File: config.mk
export PLATFORM = sky130hd
export DESIGN_NAME = apb_slave_regfile
export DESIGN_NICKNAME = d
export VERILOG_FILES = /design/src/rtl/apb_pkg.sv /design/src/rtl/apb_slave_regbank.sv /design/src/rtl/apb_slave_regfile.sv
export SDC_FILE = /design/constraint.sdc
export NUM_CORES = 1
export LEC_CHECK = 0
export CAP_MARGIN = 0
export CELL_PAD_IN_SITES_DETAIL_PLACEMENT = 0
export CELL_PAD_IN_SITES_GLOBAL_PLACEMENT = 1
export CORE_UTILIZATION = 40
export CTS_CLUSTER_DIAMETER = 40
export DETAILED_ROUTE_END_ITERATION = 8
export PLACE_DENSITY = 0.75
export SLEW_MARGIN = 10
export SYNTH_ARGS = -nofsm -noshare
export SYNTH_HDL_FRONTEND = slang
export SYNTH_SLANG_ARGS = --single-unit
File: constraint.sdc
create_clock -name pclk -period 3.3 [get_ports pclk]
set_input_delay 0.66 -clock pclk [delete_from_list [all_inputs] [get_ports pclk]]
set_output_delay 0.66 -clock pclk [all_outputs]
set_load 0.03 [all_outputs]
File: src/rtl/apb_pkg.sv
// Shared state encoding and sizing helpers for the APB register-file completer.
// No timing of its own; used by apb_slave_regfile and apb_slave_regbank.
package apb_pkg;
  localparam int APB_DEF_WIDTH    = 16;
  localparam int APB_DEF_NUM_REGS = 16;

  typedef enum logic [1:0] {
    IDLE  = 2'd0,
    WAIT  = 2'd1,
    READY = 2'd2
  } state_t;

  // Bits needed to index n entries, kept at 1 or more so a one-entry bank still has a port.
  function automatic int idx_w(input int n);
    return (n > 1) ? $clog2(n) : 1;
  endfunction

  localparam int APB_DEF_IDX_W = idx_w(APB_DEF_NUM_REGS);
endpackage

File: src/rtl/apb_slave_regbank.sv
// Register array: one synchronous write port, one combinational read port (0 when out of range).
// Write lands on the clock edge where we is high; there is no backpressure and the bank is always ready.
module apb_slave_regbank
  import apb_pkg::*;
#(
  parameter int WIDTH    = APB_DEF_WIDTH,
  parameter int NUM_REGS = APB_DEF_NUM_REGS,
  parameter int IW       = idx_w(NUM_REGS)
) (
  input  logic             clk,
  input  logic             rst,
  input  logic             we,
  input  logic [IW-1:0]    waddr,
  input  logic [WIDTH-1:0] wdata,
  input  logic [IW-1:0]    raddr,
  output logic [WIDTH-1:0] rdata
);
  localparam logic [IW:0] NR = (IW + 1)'(NUM_REGS);

  logic [WIDTH-1:0] regs [NUM_REGS];
  logic             waddr_ok;
  logic             raddr_ok;

  // Only matters when NUM_REGS is not a power of two and the index can exceed the array.
  assign waddr_ok = ({1'b0, waddr} < NR);
  assign raddr_ok = ({1'b0, raddr} < NR);

  always_ff @(posedge clk) begin
    if (rst) begin
      for (int i = 0; i < NUM_REGS; i++) begin
        regs[i] <= '0;
      end
    end else if (we && waddr_ok) begin
      regs[waddr] <= wdata;
    end
  end

  assign rdata = raddr_ok ? regs[raddr] : '0;
endmodule

File: src/rtl/apb_slave_regfile.sv
// APB completer over a register bank; pready/prdata/pslverr registered, pslverr enabled by APB_SLVERR_EN.
// Latency: setup cycle, then WAIT_CYCLES wait states, then a single pready cycle; a master abort returns to IDLE.
module apb_slave_regfile
  import apb_pkg::*;
#(
  parameter int WIDTH       = APB_DEF_WIDTH,
  parameter int NUM_REGS    = APB_DEF_NUM_REGS,
  parameter int WAIT_CYCLES = 1
) (
  input  logic             pclk,
  input  logic             preset,
  input  logic             pselect,
  input  logic             penable,
  input  logic             pwrite,
  input  logic [WIDTH-1:0] paddr,
  input  logic [WIDTH-1:0] pwdata,
  output logic             pready,
  output logic [WIDTH-1:0] prdata,
  output logic             pslverr
);
  localparam int             IW       = idx_w(NUM_REGS);
  localparam int             CW       = idx_w(WAIT_CYCLES + 1);
  localparam logic [WIDTH:0] NR       = (WIDTH + 1)'(NUM_REGS);
  localparam logic [CW-1:0]  CNT_LOAD = CW'(WAIT_CYCLES);
  localparam logic [CW-1:0]  CNT_ONE  = CW'(1);

  state_t           state;
  state_t           state_nxt;
  logic [CW-1:0]    cnt;
  logic [WIDTH-1:0] lat_addr;
  logic [WIDTH-1:0] lat_wdata;
  logic             lat_write;

  logic             take_setup;
  logic             enter_ready;
  logic             commit;
  logic [WIDTH-1:0] cur_addr;
  logic             cur_write;
  logic             cur_ok;
  logic [WIDTH-1:0] bank_rdata;
  logic [WIDTH-1:0] rdata_nxt;
  logic             err_nxt;

  always_ff @(posedge pclk) begin
    if (preset) begin
      state <= IDLE;
    end else begin
      state <= state_nxt;
    end
  end

  always_comb begin
    state_nxt = state;
    unique case (state)
      IDLE: begin
        if (pselect && !penable) begin
          state_nxt = (WAIT_CYCLES == 0) ? READY : WAIT;
        end
      end
      WAIT: begin
        if (!pselect) begin
          state_nxt = IDLE;
        end else if (cnt == CNT_ONE) begin
          state_nxt = READY;
        end
      end
      READY:   state_nxt = IDLE;
      default: state_nxt = IDLE;
    endcase
  end

  // In the setup cycle the latches are not loaded yet, so a zero-wait read must look at the live bus.
  always_comb begin
    take_setup  = (state == IDLE) && pselect && !penable;
    cur_addr    = take_setup ? paddr  : lat_addr;
    cur_write   = take_setup ? pwrite : lat_write;
    cur_ok      = ({1'b0, cur_addr} < NR);
    enter_ready = (state_nxt == READY);
    commit      = (state == READY) && pselect && lat_write && cur_ok;
    rdata_nxt   = (enter_ready && !cur_write && cur_ok) ? bank_rdata : '0;
`ifdef APB_SLVERR_EN
    err_nxt     = enter_ready && !cur_ok;
`else
    err_nxt     = 1'b0;
`endif
  end

  always_ff @(posedge pclk) begin
    if (preset) begin
      cnt       <= '0;
      lat_addr  <= '0;
      lat_wdata <= '0;
      lat_write <= 1'b0;
      pready    <= 1'b0;
      prdata    <= '0;
      pslverr   <= 1'b0;
    end else begin
      if (take_setup) begin
        lat_addr  <= paddr;
        lat_write <= pwrite;
        lat_wdata <= pwdata;
        cnt       <= CNT_LOAD;
      end else if ((state == WAIT) && (cnt != '0)) begin
        cnt <= cnt - CNT_ONE;
      end
      pready  <= enter_ready;
      prdata  <= rdata_nxt;
      pslverr <= err_nxt;
    end
  end

  apb_slave_regbank #(
    .WIDTH    (WIDTH),
    .NUM_REGS (NUM_REGS),
    .IW       (IW)
  ) u_bank (
    .clk   (pclk),
    .rst   (preset),
    .we    (commit && !preset),
    .waddr (lat_addr[IW-1:0]),
    .wdata (lat_wdata),
    .raddr (cur_addr[IW-1:0]),
    .rdata (bank_rdata)
  );
endmodule

== After elaboration in Yosys (flattened, before gate mapping) ==
Memory sizes are Yosys's and may differ from the RTL's. A register that Yosys moved wholly into a read port is not among the register bits.
Index checks and enable logic that the tools add are counted.

* Bits in registers: 37
* Bits in writable memories: 256
* Bits of input ports: 37
* Output and inout bits: 18
* Word-level logic and storage cells: 46
* Memories: 1

{| class="wikitable"
|+ Memory list
! name !! depth !! width !! read ports !! clocked after Yosys merged registers in !! wr ports !! line !! source
|-
| u_bank.regs || 16 || 16 || 1 || 1 || 16 || apb_slave_regbank.sv:20 || <nowiki>logic [WIDTH-1:0] regs [NUM_REGS];</nowiki>
|}

* Add/subtract/negate cells: 1
* $lt $le $gt $ge: 1
* Eq/ne operators: 3
* Muxes and demuxes: 16
* Bitwise operators: 1
* Reduce and logical (&&, ||, !) cells: 17

{| class="wikitable"
|+ Operators with widths
! kind !! number
|-
| 16-bit 2-to-1 mux || 2
|-
| 16-bit by 5-bit < comparator with 1-bit output, second input constant || 1
|-
| 16-bit OR reduction || 1
|-
| 1-bit logical AND || 10
|-
| 1-bit 2-to-1 mux || 9
|-
| 2-bit 2-to-1 mux || 3
|-
| 2-bit == test, second input constant || 2
|-
| 4-bit 2-to-1 mux || 1
|-
| 2-bit case mux with 2 select lines || 1
|-
| 1-bit logical NOT || 3
|-
| 2-bit by 1-bit == test with 1-bit output, second input constant || 1
|-
| 2-bit logical NOT || 1
|-
| 2-bit nonzero test || 1
|-
| 2-bit OR reduction || 1
|-
| 1-bit inverter || 1
|-
| 1-bit subtractor, second input constant || 1
|}

== Depth between registers and ports, before layout ==
Gate-level depths: netlist of the first run.

* Depth in word-level cells: 12
* Depth in mapped cells: 10
* Gate-level depth less buffers: 6

== Hierarchy ==
Synthesis of the first run repeated with hierarchy kept, for this count alone.

* Cell total of the unflattened synthesis: 940
* Area total of the unflattened synthesis: 13580.5 µm²

{| class="wikitable"
|+ Modules (own cells, without submodules)
! module !! instances !! cells an instance !! area an instance (µm²) !! seq. area each (µm²)
|-
| apb_slave_regbank || 1 || 722 || 11562.3 || 7687.4
|-
| apb_slave_regfile || 1 || 218 || 2018.2 || 1061.0
|}

== Worst setup path before layout of the first run ==
Ideal clock, no wire load.

* Kind: input to register
* From: in penable
* To: reg prdata[1], read port of u_bank.regs
* Library setup time: 0.128 ns
* Arrival time: 2.568 ns
* Data required time: 3.172 ns
* Setup slack: 0.604 ns
* Stages on the path: 10
* Path buffers: 4
* Cell sequence: or4b_1 buf_4 mux2_4 buf_6 buf_2 buf_2 mux2i_1 a32oi_1 o21ai_0 o21ai_1

* Word-level cells in the longest chain between the ends: 9
* Elaborated cells on any way between the ends: 14
* Classes of those cells: 1 x order compare; 1 x eq/ne; 4 x mux; 1 x bitwise; 7 x reduce/logical

{| class="wikitable"
|+ RTL lines
! element !! line !! source
|-
| start: declaration || apb_slave_regfile.sv:13 || <nowiki>input logic penable,</nowiki>
|-
| 1-bit logical NOT (*) || apb_slave_regfile.sv:56, apb_slave_regfile.sv:74 ||
|-
| branches (longest 8 deep; another with 16-bit by 5-bit < comparator with 1-bit output) || - ||
|-
| end: declaration || apb_slave_regfile.sv:18 || <nowiki>output logic [WIDTH-1:0] prdata,</nowiki>
|}

Mark *: on every way between the ends.
A chain may end at the register's enable or synchronous reset.

== Worst setup path after layout of the first run ==
* From: in pselect
* To: reg prdata[6], read port of u_bank.regs

* Word-level cells in the longest chain between the ends: 8
* Elaborated cells on any way between the ends: 15
* Classes of those cells: 1 x order compare; 1 x eq/ne; 5 x mux; 1 x bitwise; 7 x reduce/logical

{| class="wikitable"
|+ RTL lines
! element !! line !! source
|-
| start: declaration || apb_slave_regfile.sv:12 || <nowiki>input logic pselect,</nowiki>
|-
| branches (longest 8 deep; another with 16-bit by 5-bit < comparator with 1-bit output) || - ||
|}

Several ways; the timed one is not identified.

==> flow_summary.ini, run 1 <==
[timing]
setup_viol = 0
fmax_ghz = 0.374
slew_headroom_pct = 41.2
skew_ps = 13.2
rsz0062_at_grt = no
hold_ws_ps = 448
fin_tns_setup_ps = 0
final_hold_viol_count = 0
tightest_slew_ps = 883
drv_slew = 0
fin_crit_sh_pct = 81.0
finalCriticalPeriod_ps = 2670

[synth]
yosysWarnings = 0
netlist_area_um2 = 13000
avgSynthCellArea_um2 = 12.3
yosysTopAreaCellShare_pct = 59.1
synth_top_area_cell = edfxtp_1
ys_seq_area_share_pct = 67.3
netlist_top_cells_area = edfxtp_1 (59%), dfxtp_1 (8.2%), nor2_1 (7.7%), mux2i_1 (5.2%), mux4_2 (5.2%)
ys_ff_latch = 309
synthCells = 1059
syn_nets = 1096
synth_commonest_cells = nor2_1 (266), edfxtp_1 (256), nand2_1 (166)
yosys.cell_count.top_type = nor2_1
synth_edf_count = 256
synthFlopType = edfxtp_1
ys_types = 37
async_flop_share_pct = 0

[clock_tree]
clk_pin_slew_ps = 50
cts_tree = yes
htreeDepth = 2
cts-hold-fix-buffers = 0
clock_latency_ps = 530
cts_resized = 0
cts-root-buf = clkbuf_16
clkSinkCount = 309
clockBufferDepth = 3
cts_buffers = 41
cts_setup_buffers = 0

[die]
die_h_um = 182
io_pins = 55
initial_core_util_pct = 40.9
std_cell_rows = 65
coreArea_um2 = 31800
fp.dieW_um = 182
dieArea_um2 = 33200

[job]
drv_cap = 0

[placement]
port_buffers = 53
post_dp_cell_area_um2 = 14700
dp_hpwl_um = 21900
gp_congestion = 0.814

[finish]
seqCellArea_um2 = 8750
synthToLayoutAreaGrowth_pct = 24.1
multi_input_area_um2 = 3960
layout.filler_cells = 2735
diodes = 0
final_area_um2 = 16100
drive_above_1_share_pct = 15.1
final_nets = 1187

[grt]
grt-ovfl-total = 0
antenna_found_initial = 0
first_global_vias = 8609
grt_pass1_wl_um = 52700
grt_usage_pct = 21.7
grt_max_degree = 65

[detailed_routing]
via_per_inst = 5.38
vias = 8708
firstDrtPassIters = 5
wl_per_cell_um = 21.8
drtIter0Drc = 785
drcViolationCount = 0
ant_nets = 0
wirelength_um = 35300

[power]
seq_power_share_pct = 45.4
power.leakage_nw = 5.40
switching_share_pct = 21.8
finalPower_mw = 9.68
netSwitchingPower_mw = 2.11
combPwrFrac_pct = 6.6
internal_power_mw = 7.58
p_clk_share_pct = 48.0
powerDensity_nw_per_um2 = 600
vdd_drop_max_uv = 342

[hold_path]
min_path_type = flop to flop

[worst_setup_path]
cpPeakStageDelay_ps = 510
cp.required_ps = 3700
crit_arrival_ps = 3080
crit_path_end_kind = flop
crit_slowest_cell = or4b_1
crit_family = multiplexers
start_kind = primary input
path_class = primary input to flop
worstPathCellList = clkdlybuf4s50_1, or4b_1, mux2_4, buf_12, mux4_2, a22oi_1, o21ai_1
path_buf_inv = 2
worst-path-max-fanout = 15

[run_status]
status = complete, no violations
-- sequential cells by signal (all words and copies together), names as in the netlist --
signal,flops
cnt,1
state,2
prdata,16
u_bank.regs,256
lat_addr,16
lat_write,1
lat_wdata,16
pready,1
-- power groups by stage --
stage / Combinational (mW) / Clock (mW) / Sequential [mW]
after floorplan: 0.359 / 0 / 4.45
after global placement: 0.639 / 0 / 4.47
after detailed placement: 0.646 / 0 / 4.47
after CTS: 0.647 / 4.70 / 4.39
after global routing: 0.682 / 4.85 / 4.40
final: 0.642 / 4.65 / 4.39
-- cells in the final DEF (no fill, tap or decap), drive strengths merged, types with 17 or more instances in the layout --
| cell type | n |
|---|---|
| clkdlybuf4s50 | 52 |
| clkbuf | 50 |
| mux4 | 30 |
| a21oi | 33 |
| nor2 | 266 |
| buf | 68 |
| a21o | 17 |
| o21ai | 30 |
| dfxtp | 53 |
| edfxtp | 256 |
| mux2i | 68 |
| nand2 | 166 |
-- final timing paths --
| kind | from | endpoint | slack (ps) | depth (start not counted) |
|---|---|---|---|---|
| setup / recovery | pselect | prdata[6]$_SDFF_PP0_ | 630 | 7 |
| hold / removal | lat_addr[5]$_SDFF_PP0_ | lat_addr[5]$_SDFF_PP0_ | 450 | 2 |
| setup reg to reg | lat_addr[7]$_SDFF_PP0_ | u_bank.regs[14][12]$_SDFFCE_PN0P_ | 630 | 6 |
| hold reg to reg | lat_addr[5]$_SDFF_PP0_ | lat_addr[5]$_SDFF_PP0_ | 450 | 2 |
-- tightest hold or removal path: stages (launching register included) --
cell     delay [ps]
dfxtp_1         300
nand2_1          50
a21oi_1          50
-- area by class of cell --
cell class	count	share of cell area, %
Clock buffer	50	6.84
Timing Repair Buffer	120	8.78
Sequential cell	309	54.2
Tap cell	435	3.37
Multi-Input combinational cell	676	24.5
Clock inverter	26	2.17
Inverter	2	0.0466
-- cells by family after synthesis --
group,after synthesis,synth area share [%]
compound gates,112,5.42
buf+inv,74,2.55
flops,309,67.3
mux,101,10.7
other cells,1,0.0288
simple gates,462,14.0
-- through the flow --
stage	utilization (%)	setup slack, ps	std cells
floorplan	-	604	1059
global placement	46.1	115	1542
detailed placement	46.1	82.1	1542
CTS	50.7	642	1618
global route	50.7	437	1618
finish	50.7	627	1618
-- routing by layer --
| layer | vias to the layer above | GRT usage [%] | routed length [um] |
|---|---|---|---|
| met5 | - | 0 | 0 |
| met4 | 0 | 5.71 | 667 |
| met3 | 62 | 3.71 | 2810 |
| met2 | 361 | 35.3 | 16600 |
| met1 | 4323 | 30.0 | 15200 |
| li1 | 3962 | - | - |
No activity file was read; power rests on OpenSTA's default activity.
==> run 2, diff against run 1 <==
==> constraint.sdc (replaced) <==
create_clock -name pclk -period 2.5 [get_ports pclk]
set_input_delay 0.5 -clock pclk [delete_from_list [all_inputs] [get_ports pclk]]
set_output_delay 0.5 -clock pclk [all_outputs]
set_load 0.03 [all_outputs]
==> run 2 against run 1 <==
Net effect:
- critical path depth increased by 1
- flip-flop and latch count unchanged
- critical endpoint is now prdata[2]$_SDFF_PP0_
- critical path type unchanged
- worst hold slack worse by 150 ps
- cell count is 2.5% higher
- die area unchanged
- routed wire length is 6.9% higher
- clock skew increased by 2.0 ps
- non-clock buffer count increased by 33
- largest power group unchanged
==> flow_summary.ini, run 2 (synthesized netlist as in run 1, its figures left out) <==
[placement]
dp_hpwl_um = 23400
port_buffers = 53
post_dp_cell_area_um2 = 14800
dp_slack_ps = -550
dpl.cell_count = 1568
gp_congestion = 0.786

[worst_setup_path]
path_class = primary input to flop
reg2reg_from = state[1]$_SDFF_PP0_
crit_family = multiplexers
startpoint = pselect
worst-path-max-fanout = 7
start_kind = primary input
path_buf_inv = 3
cp.required_ps = 2910
worstPathCellList = clkdlybuf4s50_1, or4b_4, mux2_4, buf_12, clkbuf_16, mux4_2, a22oi_2, o21ai_1
crit_arrival_ps = 2900
crit_slowest_cell = or4b_4
cpPeakStageDelay_ps = 530
crit_path_end_kind = flop

[finish]
final_area_um2 = 16700
final_common_cell = nor2_1
largest_register_ff_count = 256
final_core_util_pct = 52.5
final_cell_mix = nor2_1 (264), edfxtp_1 (256), nand2_1 (162)
final_cells = 1659
drive_above_1_share_pct = 18.9
regMostFlops = u_bank.regs
final_nets = 1225
synthToLayoutAreaGrowth_pct = 28.5
diodes = 0

[power]
powerDensity_nw_per_um2 = 820
power.leakage_nw = 5.69
vdd_drop_max_uv = 524

[detailed_routing]
vias = 9048
via_per_inst = 5.45
drcViolationCount = 0
ant_nets = 0
wl_per_cell_um = 22.8
firstDrtPassIters = 5
drtIter0Drc = 849
wirelength_um = 37800

[grt]
first_global_vias = 9016
antenna_found_initial = 0
grt_pass1_wl_um = 55700
grt_usage_pct = 22.9
grt-ovfl-total = 0
grt_max_degree = 65

[timing]
hold_ws_ps = 297
fmax_ghz = 0.403
setup_slack_ps = 18.8
fin_crit_sh_pct = 99.2
drv_slew = 0
rsz0062_at_grt = yes
slew_headroom_pct = 54.7
setup_viol = 0
final_hold_viol_count = 0
finalCriticalPeriod_ps = 2480
skew_ps = 15.1
tightest_slew_ps = 676

[die]
die_h_um = 182
initial_core_util_pct = 40.9
coreArea_um2 = 31800
io_pins = 55
dieArea_um2 = 33200
fp.dieW_um = 182
std_cell_rows = 65

[clock_tree]
clockBufferDepth = 3
cts_buffers = 45
clkSinkCount = 309
cts_tree = yes
htreeDepth = 2
clk_pin_slew_ps = 50
clock_latency_ps = 540
cts-root-buf = clkbuf_16

[hold_path]
min_from = preset
min_path_type = primary input to flop

[run_status]
status = complete, no violations

[job]
drv_cap = 0
## run 2: changes by cell type in the layout (fill, tap and decap cells not counted), moves of 3 or more
cell,previous run,this run
buf_4,36,67
buf_12,31,28
bufinv_16,7,11
clkinv_1,2,5
inv_6,2,6
clkinv_2,7,3
a22oi_2,0,4
a22oi_1,15,11
clkbuf_16,43,49
clkbuf_1,7,4
## run 2: final cells by class
class / instances / area (um^2)
clock inverter: 33 / 500
tap: 435 / 544
timing repair buffer: 153 / 1700
sequential: 309 / 8750
fill: 2688 / 15100
inverter: 2 / 7.51
multi-input combinational: 677 / 4030
clock buffer: 50 / 1170
## run 2: worst paths after layout
kind	end	slack (ps)	cells after the start
max	prdata[2]$_SDFF_PP0_	20	8
min	state[0]$_SDFF_PP0_	300	3
min reg2reg	lat_addr[9]$_SDFF_PP0_	450	2
max reg2reg	prdata[2]$_SDFF_PP0_	60	7
## run 2: timing repair
action / in CTS / in global routing
endpoints found under the setup margin: 1 / 525
pin swaps: 1 / 1
gates cloned: 0 / 5
buffers inserted: 0 / 3
hold buffers: 0 / 0
resized for setup: 1 / 14
## run 2: layer usage
metal | vias to the layer above | share of wire (%) | routed length (um) | GRT usage (%)
met4 | 0 | 2.6 | 992 | 6.72
met1 | 4519 | 42 | 15900 | 32.0
met2 | 419 | 47 | 17800 | 36.8
li1 | 4034 | - | - | -
met5 | - | 0 | 0 | 0
met3 | 76 | 8.2 | 3080 | 3.77
## run 2: per-stage QoR
step,power [mW],setup TNS [ps]
after floorplan,6.35,0
after global placement,6.77,-112050
after detailed placement,6.78,-122160
after CTS,13.7,0
after global routing,14.0,-63.3
final,13.7,0
## run 2: tightest hold or removal path: stages
cell and delay [ps]:
buf_2 90, nor2b_1 70, nor3b_1 140
## run 2: power by group
part | switching (mW) | internal (mW)
Combinational | 0.513 | 0.425
Sequential | 0.0782 | 5.73
Clock | 2.41 | 4.55
Total | 3.00 | 10.7
==> run 3, diff against run 2 <==
--- a/config.mk
+++ b/config.mk
@@ -8,10 +8,10 @@
 export CAP_MARGIN = 0
 export CELL_PAD_IN_SITES_DETAIL_PLACEMENT = 0
 export CELL_PAD_IN_SITES_GLOBAL_PLACEMENT = 1
-export CORE_UTILIZATION = 40
+export CORE_UTILIZATION = 50
 export CTS_CLUSTER_DIAMETER = 40
 export DETAILED_ROUTE_END_ITERATION = 8
-export PLACE_DENSITY = 0.75
+export PLACE_DENSITY = 0.89
 export SLEW_MARGIN = 10
 export SYNTH_ARGS = -nofsm -noshare
 export SYNTH_HDL_FRONTEND = slang
==> run 3 against run 2 <==
Net effect:
- the run now ends with setup timing left
- sequential power about the same
- maximum frequency down 1.5%
- clock power down 20%
- worst hold slack better by 150 ps
- register-to-register slack about the same
- utilization up 11 points
- routed wire length down 4.7%
- first-iteration DRC count up 23%
- global-route usage up 5.2 points
- sequential share of layout area up 2.2 points
==> flow_summary.ini, run 3 (synthesized netlist as in run 1, its figures left out) <==
[finish]
drive_above_1_share_pct = 17.1
multi_input_area_um2 = 4000
layout.filler_cells = 1872
regMostFlops = u_bank.regs
final_core_util_pct = 63.3
synthToLayoutAreaGrowth_pct = 23.3
largest_register_ff_count = 256
final_common_cell = nor2_1
seqCellArea_um2 = 8750
final_cell_mix = nor2_1 (266), edfxtp_1 (256), nand2_1 (162)
final_area_um2 = 16000
final_nets = 1210
diodes = 0

[run_status]
status = finished, violations left
violations = setup timing

[detailed_routing]
wl_per_cell_um = 23.5
vias = 9039
firstDrtPassIters = 7
wirelength_um = 36000
ant_nets = 0
via_per_inst = 5.90
drtIter0Drc = 1045
drcViolationCount = 0

[worst_setup_path]
crit_arrival_ps = 2910
r2r-end = prdata[1]$_SDFF_PP0_
worst-path-max-fanout = 13
cp.required_ps = 2900
reg2reg_from = state[1]$_SDFF_PP0_
start_kind = primary input
path_class = primary input to flop
crit_path_end_kind = flop
rrSetupSlack_ps = 60
worstRegToRegCells = 8

[clock_tree]
clkSinkCount = 309
clock_latency_ps = 510
cts-root-buf = clkbuf_16
htreeDepth = 2
cts-hold-fix-buffers = 0
cts_tree = yes
clockBufferDepth = 3
clk_pin_slew_ps = 60
cts_buffers = 38

[die]
initial_core_util_pct = 51.3
dieArea_um2 = 26600
std_cell_rows = 58
die_h_um = 163
io_pins = 55
fp.dieW_um = 163
coreArea_um2 = 25300

[placement]
dp_hpwl_um = 22300
dp_slack_ps = -556
post_dp_cell_area_um2 = 14600
gp_congestion = 0.828
port_buffers = 53

[timing]
drv_slew = 0
setup_slack_ps = -18.8
fin_crit_sh_pct = 101
final_hold_viol_count = 0
finalCriticalPeriod_ps = 2520
slew_headroom_pct = 56.7
skew_ps = 16.9
fmax_ghz = 0.397
rsz0062_at_grt = yes
tightest_slew_ps = 650
setup_viol = 1

[grt]
grt_busiest_layer = met2
grtUsageMet1_pct = 37.9
met3_usage_pct = 7.92
grt_max_degree = 53
grt-ovfl-total = 0
antenna_found_initial = 0
first_global_vias = 9132
grt_usage_pct = 28.1
grt_pass1_wl_um = 54200
grtUsageMet2_pct = 43.5

[hold_path]
min_path_type = flop to flop
min_from = lat_addr[13]$_SDFF_PP0_
min_to = lat_addr[13]$_SDFF_PP0_
hold_path_depth = 2

[power]
powerDensity_nw_per_um2 = 764
power.leakage_nw = 5.45
vdd_drop_max_uv = 533

[job]
drv_cap = 0
## run 3: cell types whose count changed in the layout (fill, tap and decap cells not counted), sizes merged
cell	previous run	this run
bufinv	11	4
clkinvlp	3	4
clkdlybuf4s50	52	51
buf	98	92
clkbuf	53	47
inv	9	8
clkinv	12	10
dlygate4sd2	0	1
mux2	4	3
## run 3: timing repair
item | in CTS | in global routing
buffers inserted | 0 | 1
setup endpoints to repair | 24 | 127
pin swaps | 1 | 2
gates cloned | 1 | 2
endpoints found under the hold margin | 0 | 0
resized for setup | 5 | 12
## run 3: stage by stage
stage | std cells | power [mW] | hold slack (ps) | setup TNS [ps]
finish | 1532 | 12.2 | 449 | -18.8
detailed placement | 1459 | 6.75 | 445 | -104620
floorplan | 1059 | 6.35 | 431 | 0
CTS | 1529 | 12.2 | 450 | 0
global route | 1532 | 12.6 | 468 | -15.1
global placement | 1459 | 6.73 | 440 | -79150
## run 3: layer usage
layer | vias up | wire length (um)
met5 | - | 0
met4 | 0 | 1130
met3 | 89 | 4650
met2 | 568 | 16600
met1 | 4364 | 13600
li1 | 4018 | -
## run 3: worst max-delay path, cell delays in order
cell,delay [ps]
clkdlybuf4s50_1,470
or4b_4,480
mux2_4,420
buf_4,180
clkbuf_16,180
mux2i_1,280
mux2i_1,130
o21ai_1,180
o21ai_1,90
## run 3: report_power, final
group          internal, mW  switching (mW)  total [mW]
Combinational         0.398           0.498       0.896
Clock                  3.39            2.16        5.54
Sequential             5.72          0.0832        5.81
Total                  9.51            2.74        12.2
## run 3: how the worst max path moves through the flow
stage / slack, ps / depth (start not counted) / start / to
finish: -20 / 9 / pselect / prdata[1]$_SDFF_PP0_
global placement: -510 / 7 / penable / prdata[4]$_SDFF_PP0_
global route: -10 / 9 / pselect / prdata[15]$_SDFF_PP0_
CTS: 30 / 7 / lat_addr[7]$_SDFF_PP0_ / u_bank.regs[14][6]$_SDFFCE_PN0P_
floorplan: 6 / 8 / penable / prdata[1]$_SDFF_PP0_
detailed placement: -560 / 8 / penable / prdata[8]$_SDFF_PP0_
## run 3: final cells by class
type | count | share of cell area (%)
Tap cell | 330 | 2.58
Multi-Input combinational cell | 676 | 24.9
Clock inverter | 24 | 1.58
Clock buffer | 45 | 6.41
Sequential cell | 309 | 54.6
Timing Repair Buffer | 146 | 9.89
Inverter | 2 | 0.0468
